<file path="src/rtl/mem_data_cache.sv">
// mem_data_cache
//   Direct-mapped, write-through, no-write-allocate data cache for the MEM
//   stage. One 32-bit word per line, 2^IDX_BITS lines. Read misses fill the
//   line from main memory; every store is written through to memory and only
//   updates the line if it is already resident.
//
// Optional feature macro: DCACHE_STATS_EN
//   When defined, hit_count / miss_count are live saturating counters.
//   When undefined, both ports are tied to zero.
//
// Ports
//   clk, rst_n          clock, asynchronous active-low reset
//   m_ctlout[2:0]       {branch (unused), memread, memwrite}
//   alu_result[31:0]    byte address (bits [1:0] ignored)
//   rdata2out[31:0]     store data
//   data_hit            1 = access complete / no access, 0 = stall upstream
//   read_data[31:0]     load data, zero unless a completed read
//   mem_req, mem_we     main-memory request and direction (1 = write)
//   mem_addr[29:0]      main-memory word address
//   mem_wdata[31:0]     main-memory write data
//   mem_rdata[31:0]     main-memory read data, valid with mem_ack
//   mem_ack             one-cycle completion pulse
//   hit_count, miss_count  statistics counters
module mem_data_cache #(
    parameter int IDX_BITS = 4
) (
    input  logic        clk,
    input  logic        rst_n,
    input  logic [2:0]  m_ctlout,
    input  logic [31:0] alu_result,
    input  logic [31:0] rdata2out,
    output logic        data_hit,
    output logic [31:0] read_data,
    output logic        mem_req,
    output logic        mem_we,
    output logic [29:0] mem_addr,
    output logic [31:0] mem_wdata,
    input  logic [31:0] mem_rdata,
    input  logic        mem_ack,
    output logic [15:0] hit_count,
    output logic [15:0] miss_count
);

    localparam int LINES = 1 << IDX_BITS;
    localparam int TAG_W = 30 - IDX_BITS;

    typedef enum logic [1:0] {IDLE, FILL, WRITE} state_t;

    state_t              state;
    logic [LINES-1:0]    valid;
    logic [TAG_W-1:0]    tag_mem  [LINES];
    logic [31:0]         data_mem [LINES];
    logic                wr_done;

    logic                is_read;
    logic                is_write;
    logic [IDX_BITS-1:0] req_idx;
    logic [TAG_W-1:0]    req_tag;
    logic                lookup_hit;
    logic [IDX_BITS-1:0] lat_idx;
    logic [TAG_W-1:0]    lat_tag;
    logic                unused_bits;

    // memread together with memwrite is handled as a store
    assign is_write   = m_ctlout[0];
    assign is_read    = m_ctlout[1] & ~m_ctlout[0];
    assign req_idx    = alu_result[IDX_BITS+1:2];
    assign req_tag    = alu_result[31:IDX_BITS+2];
    assign lookup_hit = valid[req_idx] && (tag_mem[req_idx] == req_tag);

    // Outside IDLE only the latched request address is used
    assign lat_idx    = mem_addr[IDX_BITS-1:0];
    assign lat_tag    = mem_addr[29:IDX_BITS];

    assign unused_bits = ^{m_ctlout[2], alu_result[1:0]};

    always_comb begin
        data_hit  = 1'b0;
        read_data = 32'h0;
        if (!rst_n) begin
            data_hit = 1'b1;
        end else if (state == IDLE) begin
            if (is_write) begin
                // A store completes only via the flag left behind by WRITE
                data_hit = wr_done;
            end else if (is_read) begin
                data_hit = lookup_hit;
                if (lookup_hit)
                    read_data = data_mem[req_idx];
            end else begin
                data_hit = 1'b1;
            end
        end
    end

    always_ff @(posedge clk or negedge rst_n) begin
        if (!rst_n) begin
            state     <= IDLE;
            valid     <= '0;
            wr_done   <= 1'b0;
            mem_req   <= 1'b0;
            mem_we    <= 1'b0;
            mem_addr  <= '0;
            mem_wdata <= '0;
        end else begin
            case (state)
                IDLE: begin
                    if (data_hit) begin
                        wr_done <= 1'b0;
                    end else if (is_write) begin
                        mem_req   <= 1'b1;
                        mem_we    <= 1'b1;
                        mem_addr  <= alu_result[31:2];
                        mem_wdata <= rdata2out;
                        wr_done   <= 1'b0;
                        state     <= WRITE;
                    end else if (is_read) begin
                        mem_req  <= 1'b1;
                        mem_we   <= 1'b0;
                        mem_addr <= alu_result[31:2];
                        wr_done  <= 1'b0;
                        state    <= FILL;
                    end
                end
                FILL: begin
                    if (mem_ack) begin
                        valid[lat_idx] <= 1'b1;
                        mem_req        <= 1'b0;
                        state          <= IDLE;
                    end
                end
                WRITE: begin
                    if (mem_ack) begin
                        mem_req <= 1'b0;
                        mem_we  <= 1'b0;
                        wr_done <= 1'b1;
                        state   <= IDLE;
                    end
                end
                default: state <= IDLE;
            endcase
        end
    end

    // Line storage carries no reset; the valid bits alone qualify it
    always_ff @(posedge clk) begin
        if (state == FILL && mem_ack) begin
            tag_mem[lat_idx]  <= lat_tag;
            data_mem[lat_idx] <= mem_rdata;
        end else if (state == WRITE && mem_ack && valid[lat_idx] &&
                     tag_mem[lat_idx] == lat_tag) begin
            data_mem[lat_idx] <= mem_wdata;
        end
    end

`ifdef DCACHE_STATS_EN
    always_ff @(posedge clk or negedge rst_n) begin
        if (!rst_n) begin
            hit_count  <= 16'h0;
            miss_count <= 16'h0;
        end else if (state == IDLE && is_read) begin
            if (data_hit && hit_count != 16'hFFFF)
                hit_count <= hit_count + 16'h1;
            // A read that does not hit in IDLE always moves to FILL
            if (!data_hit && miss_count != 16'hFFFF)
                miss_count <= miss_count + 16'h1;
        end
    end
`else
    assign hit_count  = 16'h0;
    assign miss_count = 16'h0;
`endif

endmodule

</file>
<file path="config.mk">
export PLATFORM = sky130hd
export DESIGN_NAME = mem_data_cache
export DESIGN_NICKNAME = d
export VERILOG_FILES = /design/src/rtl/mem_data_cache.sv
export SDC_FILE = /design/constraint.sdc
export NUM_CORES = 1
export LEC_CHECK = 0
export BUFFER_PORTS_ARGS = -buffer_cell sky130_fd_sc_hd__buf_2
export CORE_ASPECT_RATIO = 0.5
export CORE_UTILIZATION = 61
export CTS_CLUSTER_SIZE = 25
export DETAILED_ROUTE_END_ITERATION = 12
export GPL_ROUTABILITY_DRIVEN = 1
export MAX_ROUTING_LAYER = met4
export PLACE_DENSITY_LB_ADDON = 0.12
export REMOVE_ABC_BUFFERS = 1
export SLEW_MARGIN = 10
export SYNTH_ARGS = -nofsm -noshare
export SYNTH_HDL_FRONTEND = slang
export SYNTH_SLANG_ARGS = --single-unit
</file>
<file path="constraint.sdc">
create_clock -name clk -period 7.7 [get_ports clk]
set_input_delay 1.155 -clock clk [delete_from_list [all_inputs] [get_ports clk]]
set_output_delay 1.155 -clock clk [all_outputs]
set_load 0.01 [all_outputs]
</file>
==> results.json <==
{
  "clk_path_buf_depth": 3,
  "min_period_over_period_pct": 82.0,
  "cpPeakStageDelay_ps": 840,
  "cts_buffers": 85,
  "crit_chain": "buf_2 > inv_4 > buf_4 > mux2i_1 > xnor2_1 > o31ai_1 > nand3_1 > nor4_1 > and3_1 > nand4_2 > buf_4 > nor2b_1 > buf_2",
  "dr.pass1.iters": 5,
  "netlist_area_um2": 43400,
  "final_antenna_net_count": 0,
  "fin_hold_ws_ps": 427,
  "root_buffer": "clkbuf_16",
  "cts_tree": "done",
  "synth_flop_cell": "edfxtp_1",
  "rsz0062_at_grt": "false",
  "grt_pass1_wl_um": 144000,
  "cts_resized": 0,
  "dieHeight_um": 191,
  "drc_errors": 0,
  "h-tree-depth": 3,
  "holdBufCountCts": 0,
  "finClkSkew_ps": 21.0,
  "grt_usage_pct": 29.0,
  "max_freq_mhz": 158,
  "hold_class": "in -> async",
  "endpoint_kind": "primary output",
  "io_pins": 231,
  "slew_violations": 0,
  "met1Wirelength_um": 40100,
  "dp_hpwl_um": 53000,
  "power_leakage_nw": 16.1,
  "clkTransAtPathRegs_ps": 70,
  "grt_pass1_vias": 21692,
  "fin_crit_ps": 6310,
  "tightestPinTransition_ps": 1120,
  "vias": 21498,
  "arrival_ps": 5160,
  "nFillCells": 4186,
  "synth_seq_cells": 1011,
  "antenna_cells": 0,
  "synth_edf_count": 928,
  "worstPathMaxFanout": 36,
  "die_area_um2": 72300,
  "dp_slack_ps": 1410,
  "place_congestion": 0.827,
  "finalHoldViolCount": 0,
  "initial_utilization_pct": 62.3,
  "grt_max_degree": 95,
  "syn_avg_cell_area_um2": 21.7,
  "synth_seq_area_share_pct": 69.0,
  "layoutNonFillerInstCount": 3239,
  "slew_headroom_pct": 25.2,
  "grt_antenna_before_repair": 1,
  "cts.sinks": 1011,
  "totalWireLength_um": 98000,
  "dr_wl_met2_um": 48600,
  "async_flop_share_pct": 8.21,
  "start_kind": "input port",
  "drtIter0Drc": 2253,
  "die_w_um": 379,
  "worst_skew_pair.late_latency_ps": 680,
  "overflow": 0,
  "reg2reg_slack_ps": 1690,
  "drive_gt1_share_pct": 39.7,
  "vias_per_cell": 6.64,
  "routedWlPerCell_um": 30.3,
  "cp.required_ps": 6550,
  "peakVddDrop_uv": 198,
  "max_cap_viol_count": 0,
  "top_layer_used": "met4",
  "crit_slowest_cell": "buf_4",
  "wl_met3_um": 7060,
  "nets": 2327,
  "setup_ws_ps": 1390,
  "syn2layout_area_growth_pct": 11.3,
  "dp.cells": 3080,
  "synth_cells": 1997,
  "synth_warnings": 0,
  "cts_setup_buffers": 0,
  "finalSetupViolations": 0,
  "placementRows": 68,
  "power_density_nw_per_um2": 296,
  "core_um2": 69700,
  "io_buffers": 195,
  "crit_type": "in -> out",
  "status": "complete, no violations",
  "yosysUniqueCellTypes": 56
}
[worst paths after layout]
kind | start | to | cells after the start
max in group asynchronous | rst_n | mem_addr[1]$_DFFE_PN0P_ | 2
hold reg to reg | valid[10]$_DFFE_PN0P_ | valid[10]$_DFFE_PN0P_ | 1
setup / recovery | alu_result[5] | read_data[7] | 13
min in group clk | valid[10]$_DFFE_PN0P_ | valid[10]$_DFFE_PN0P_ | 1
setup reg to reg | mem_addr[0]$_DFFE_PN0P_ | data_mem[2][14]$_DFFE_PP_ | 11
hold / removal | rst_n | valid[0]$_DFFE_PN0P_ | 1
[synth_stat cells, drive strengths merged, types with 3 or more instances]
library cell	instances	area, µm²
dfrtp	83	2080
clkbuf	37	139
a22oi	12	90.1
or2	17	106
edfxtp	928	27900
nand2b	3	18.8
nor2	29	109
mux4	402	9050
xnor2	43	377
o31ai	4	30.0
mux2	97	1200
or3	3	18.8
inv	9	33.8
nand3	9	45.0
o21ai	8	43.8
nand4	10	68.8
buf	113	711
ha	3	37.5
nor3	9	45.0
nor4	9	68.8
xor2	14	123
nor2b	42	263
and2	12	75.1
a21oi	6	33.8
mux2i	45	450
and3	5	31.3
nand2	22	82.6
a21o	3	22.5
[layout make-up]
class / instances / area (µm²) / area share (%)
Clock buffer: 110 / 2300 / 4.77
Clock inverter: 49 / 455 / 0.943
Inverter: 9 / 36.3 / 0.0752
Multi-Input combinational cell: 858 / 12800 / 26.6
Sequential cell: 1011 / 30000 / 62.1
Tap cell: 945 / 1180 / 2.45
Timing Repair Buffer: 257 / 1510 / 3.12
[kinds of logic (layout without fill, tap and decap cells)]
kind of cell	Yosys count	after routing	synth area share (%)
multiplexers	544	544	24.7
AND/OR/NAND/NOR	174	174	2.22
XOR/XNOR	57	57	1.15
AO/OA/AOI/OAI	48	48	0.802
adder cells (fa/ha/maj)	3	3	0.0865
other	1	32	0.00864
flip-flops	1011	1011	69.0
buffers and inverters	159	425	2.04
[layer usage]
layer	GRT usage [%]	up-vias
met4	7.91	0
li1	-	8824
met5	-	-
met1	40.3	11590
met2	45.1	945
met3	5.10	139
[cells in the final DEF, fill, tap and decap left out, types with 6 or more instances in the layout]
master and instances:
mux2_2 37, buf_2 191, nor2_4 12, clkinv_1 19, nand3_1 9, xor2_1 14
mux4_2 402, bufinv_16 6, xnor2_1 43, o21ai_0 7, dfrtp_1 79, nor2_1 17
mux2_4 30, conb_1 32, mux2i_1 45, nor2b_1 42, mux2_1 30, nand4_1 9
and2_2 9, or2_2 17, a22oi_1 12, edfxtp_1 928, clkbuf_8 6, nand2_1 21
clkbuf_1 18, clkbuf_16 86, clkinv_2 12, buf_4 60, inv_1 8
[report_power, final]
| part | total (mW) | switching, mW | internal, mW |
|---|---|---|---|
| Clock | 4.31 | 1.98 | 2.34 |
| Sequential | 7.33 | 0.691 | 6.64 |
| Combinational | 2.67 | 1.24 | 1.43 |
[worst max-delay path: cells and delay by family]
kind,cells,cell delay [ps]
compound gates,1,190
xor+xnor,1,120
mux,1,300
buf+inv,5,2140
simple gates,5,1180
[state kept, by name, summed over array words and instances, names as in the netlist]
register	cells
data_mem	512
mem_addr	30
mem_req	1
mem_wdata	32
mem_we	1
state	2
tag_mem	416
valid	16
wr_done	1
[per-stage QoR]
step	power, mW	instance area [µm²]	util (%)	TNS, ps
5_1_grt	14.8	48300	69.3	0
4_1_cts	14.4	48300	69.3	0
6_report	14.3	48300	69.3	0
3_3_place_gp	10.1	45500	65.3	0
2_1_floorplan	9.19	42700	-	-226460
3_5_place_dp	10.1	45500	65.3	0
(Power assumes the default switching activity.)
